<file path="src/rtl/demux_pkg.sv">
// Shared constants and helpers for the 1:N stream demux.
package demux_pkg;
    localparam int DEMUX_NCH_DEF = 8;
    localparam int DEMUX_DW_DEF  = 1;

    // Select width for n channels, never below one bit.
    function automatic int sel_width(input int n);
        int w;
        w = 1;
        while ((1 << w) < n) w = w + 1;
        return w;
    endfunction
endpackage

</file>
<file path="src/rtl/demux_chan_reg.sv">
// One-entry valid/ready holding register for a single demux output channel.
module demux_chan_reg #(
    parameter int DW = 1
) (
    input  logic          clk,
    input  logic          rst,
    input  logic          load,
    input  logic [DW-1:0] ld_data,
    input  logic          out_ready,
    output logic          out_valid,
    output logic [DW-1:0] out_data,
    output logic          loadable
);
    // A full register whose word leaves this cycle can take a new one.
    assign loadable = ~out_valid | out_ready;

    always_ff @(posedge clk) begin
        if (rst) begin
            out_valid <= 1'b0;
            out_data  <= '0;
        end else if (load) begin
            out_valid <= 1'b1;
            out_data  <= ld_data;
        end else if (out_ready) begin
            out_valid <= 1'b0;
        end
    end
endmodule

</file>
<file path="src/rtl/demux_1_n_stream.sv">
// 1:NCH valid/ready demux with per-channel output registers and out-of-range drop flag.
// Optional broadcast input enabled by defining DEMUX_BCAST_EN.
module demux_1_n_stream
    import demux_pkg::*;
#(
    parameter  int NCH  = DEMUX_NCH_DEF,
    parameter  int DW   = DEMUX_DW_DEF,
    localparam int SELW = sel_width(NCH)
) (
    input  logic              clk,
    input  logic              rst,
    input  logic              in_valid,
    output logic              in_ready,
    input  logic [DW-1:0]     in_data,
    input  logic [SELW-1:0]   in_sel,
`ifdef DEMUX_BCAST_EN
    input  logic              in_bcast,
`endif
    output logic [NCH-1:0]    out_valid,
    input  logic [NCH-1:0]    out_ready,
    output logic [NCH*DW-1:0] out_data,
    output logic              drop_err
);
    localparam logic [SELW:0] NCH_L = (SELW+1)'(NCH);

    logic           sel_ok;
    logic           bcast;
    logic           xfer;
    logic [NCH-1:0] sel_hit;
    logic [NCH-1:0] loadable;
    logic [NCH-1:0] load;

`ifdef DEMUX_BCAST_EN
    assign bcast = in_valid & in_bcast;
`else
    assign bcast = 1'b0;
`endif

    assign sel_ok = ({1'b0, in_sel} < NCH_L);

    always_comb begin
        sel_hit = '0;
        for (int k = 0; k < NCH; k++)
            sel_hit[k] = (in_sel == SELW'(k));
    end

    // Out-of-range words are always sunk so the producer never stalls on them.
    always_comb begin
        in_ready = 1'b0;
        if (rst)
            in_ready = 1'b0;
        else if (bcast)
            in_ready = &loadable;
        else if (!sel_ok)
            in_ready = 1'b1;
        else
            in_ready = |(sel_hit & loadable);
    end

    assign xfer = in_valid & in_ready;
    assign load = bcast ? {NCH{xfer}} : (sel_hit & {NCH{xfer}});

    always_ff @(posedge clk) begin
        if (rst)
            drop_err <= 1'b0;
        else
            drop_err <= xfer & ~bcast & ~sel_ok;
    end

    for (genvar k = 0; k < NCH; k++) begin : g_chan
        demux_chan_reg #(.DW(DW)) u_chan (
            .clk       (clk),
            .rst       (rst),
            .load      (load[k]),
            .ld_data   (in_data),
            .out_ready (out_ready[k]),
            .out_valid (out_valid[k]),
            .out_data  (out_data[k*DW +: DW]),
            .loadable  (loadable[k])
        );
    end
endmodule

</file>
<file path="config.mk">
export PLATFORM = sky130hd
export DESIGN_NAME = demux_1_n_stream
export DESIGN_NICKNAME = d
export VERILOG_FILES = /design/src/rtl/demux_pkg.sv /design/src/rtl/demux_chan_reg.sv /design/src/rtl/demux_1_n_stream.sv
export SDC_FILE = /design/constraint.sdc
export NUM_CORES = 1
export LEC_CHECK = 0
export ABC_AREA = 1
export CAP_MARGIN = 5
export CELL_PAD_IN_SITES_DETAIL_PLACEMENT = 1
export CELL_PAD_IN_SITES_GLOBAL_PLACEMENT = 2
export CORE_ASPECT_RATIO = 2
export CORE_UTILIZATION = 27
export DETAILED_ROUTE_END_ITERATION = 6
export PLACE_DENSITY_LB_ADDON = 0.1
export SLEW_MARGIN = 20
export SYNTH_ARGS = -nofsm -noshare
export SYNTH_HDL_FRONTEND = slang
export SYNTH_SLANG_ARGS = --single-unit
</file>
<file path="constraint.sdc">
create_clock -name clk -period 2.3 [get_ports clk]
set_clock_uncertainty 0.05 [all_clocks]
set_input_delay 0.46 -clock clk [delete_from_list [all_inputs] [get_ports clk]]
set_output_delay 0.46 -clock clk [all_outputs]
set_load 0.01 [all_outputs]
</file>
==> metrics <==
outcome finished clean; Hold Violations, Final 0; RSZ-0062 raised after global routing false; vias in the first global route 1009; Worst Path Max Fanout 5; I/O pin count 33; Std-Cell Rows 32; Area growth syn-to-layout 36.81%; routability cong. 0.6911; CTS Buffer Depth 2; H-tree Lvls 1; Max Slew Vio Count 0; CTS tree done; dominant cells by area after synthesis dfxtp_1, buf_4, nand2_1; Hold Buf Count CTS 0; via/cell ratio 4.284; final setup violation count 0; share of flip-flops with an asynchronous set or reset 0%; CP max stage delay 0.47 ns; DP HPWL 2229 um; worst hold path type reg -> reg; IO buf count 31; first-pass GRT wire length 4443 um; Crit path arrival time 1.70 ns; # nets final 191; yosys warns 0; commonest cells in the netlist nand2_1, buf_4, nor2_1; Critical Path Slowest Stage Cell clkdlybuf4s50_1; DR WL/cell 12.29 um; max-cap violations 0; vias 964; initial antenna violation count 0; antenna cells 0; Die Ht 91.90 um; initial cell density of the core 28.39%; number of synthesized flops with an enable pin 0; final WL 2766 um; DIE WIDTH 46.95 um; Die ar. 4315 um^2; share of layout cells above drive strength 1 28.74%; DRT iter0 DRCs 8; crit-path leading delay family buffers and inverters; PnR worst setup slack 0.08881 ns; Worst R2R Path Depth 10; worst reg2reg path startpoint g_chan[0].u_chan.out_valid; Post-synth top flop dfxtp_1; Peak VDD IR 0.0003094 V; hold path depth 2; Core Box Area 3844 um^2; fmax 0.4522 GHz; most used cell, CP nor2_4; clk_lat worst skew 0.25 ns; clock slew at reported path FFs 0.06 ns; Overall Global Routing Usage 14.20%; Inserted Clock Buffers 3; gr ovfl total 0; drt drc 0; mapped cell area 1091 um^2; PD cells 435.0 nW/um^2; largest net degree at the start of global routing 17; startpoint types primary input; clock root cell clkbuf_8; DR pass1 iterations 2; synthesized flop and latch total 16; pre-CTS WS -0.4071 ns; syn avg cell area 7.524 um^2; worst reg2reg setup slack 0.91 ns; syn_nets 160; DP Area 1418 um^2; Syn Inst Count 145; min Tclk post-route 2.211 ns; hold worst-path end g_chan[2].u_chan.out_valid; reg-to-reg endpoint g_chan[2].u_chan.out_data; leakage power 0.6990 nW; Yosys cell types 21; Worst setup EP type primary output; Req. time, crit path 1.79 ns; crit path cell chain clkdlybuf4s50_1 > buf_6 > inv_2 > nor2_4 > nand3_1 > nand2_2 > nor2_4 > a21oi_2 > buf_2; CP Class in -> out; Yosys top cell by area dfxtp_1; Design Area, Final 1493 um^2; register area share after synthesis 29.36%; post-synth top area share 29.36%; CTS sink count 16; worst hold start g_chan[2].u_chan.out_valid; count leader, synth nand2_1; Post-DRT Antenna Nets 0; final worst path period share 96.14%; Buf/Inv on CP 4
## power breakdown
group	switching, mW	total, mW	internal (mW)
Sequential	0.00208	0.283	0.281
Clock	0.0970	0.213	0.116
Combinational	0.0807	0.153	0.0721
## flip-flops by register name, indices dropped and copies added, names as in the netlist
register,cells
g_chan.u_chan.out_valid,8
g_chan.u_chan.out_data,8
## cell usage in the layout (no fill, tap or decap), drive strengths merged
| cell type | count |
|---|---|
| nand2 | 32 |
| buf | 20 |
| inv | 20 |
| clkbuf | 3 |
| nor3 | 6 |
| conb | 1 |
| clkdlybuf4s50 | 30 |
| nor2 | 23 |
| nand3 | 6 |
| dfxtp | 16 |
| a21oi | 9 |
| nand4 | 8 |
## worst min-delay path, cell delays in order (launching register included)
cell	delay, ns
dfxtp_1	0.31
nand2_1	0.09
a21oi_1	0.06
## per-stage QoR
stage / power (mW) / utilization (%) / TNS (ns) / cells / hold WS (ns)
after floorplan: 0.3824 / - / 0 / 145 / 0.4150
after global placement: 0.4345 / 36.88 / -0.3584 / 221 / 0.4454
after detailed placement: 0.4385 / 36.88 / -0.4071 / 221 / 0.4506
after CTS: 0.6573 / 37.99 / 0 / 224 / 0.4605
after global routing: 0.6830 / 38.83 / 0 / 225 / 0.5010
final: 0.6493 / 38.83 / 0 / 225 / 0.4580
## worst max-delay path by stage
| stage | slack (ns) | endpoint | startpoint | cells after the start |
|---|---|---|---|---|
| after floorplan | 0.62 | in_ready | in_sel[0] | 6 |
| after global placement | -0.36 | in_ready | in_sel[0] | 9 |
| after detailed placement | -0.41 | in_ready | in_sel[1] | 9 |
| after CTS | 0.03 | in_ready | in_sel[1] | 9 |
| after global routing | 0.007 | in_ready | in_sel[0] | 9 |
| final | 0.09 | in_ready | in_sel[0] | 9 |
## final cells by class
| class | count | area, um^2 |
|---|---|---|
| multi-input cells | 85 | 531.8 |
| fillers | 503 | 2351 |
| well taps | 51 | 63.81 |
| clock buffers | 3 | 41.29 |
| inverters | 20 | 80.08 |
| repair buffers | 50 | 455.4 |
| flip-flops and latches | 16 | 320.3 |
## logic make-up (layout without fill, tap and decap cells)
kind of cell,Yosys count,count (layout),share of synthesized area (%)
AOI/OAI and AO/OA,9,9,4.128
buffers and inverters,44,73,24.08
DFF,16,16,29.36
other,1,1,0.3437
and+or+nand+nor,75,75,42.09
## metal layers
layer	vias to the layer above	part of all wire (%)	global-route usage (%)
met5	-	0	0
met4	0	2.4	6.429
met3	4	2.0	1.772
met2	16	62	27.78
met1	452	34	12.70
li1	492	-	-
## timing repair
item,CTS,global route
hold endpoints to repair,0,0
gates resized for setup,6,6
setup endpoints to repair,1,1
buffers inserted,0,1
No activity file was read; power rests on OpenSTA's default activity.
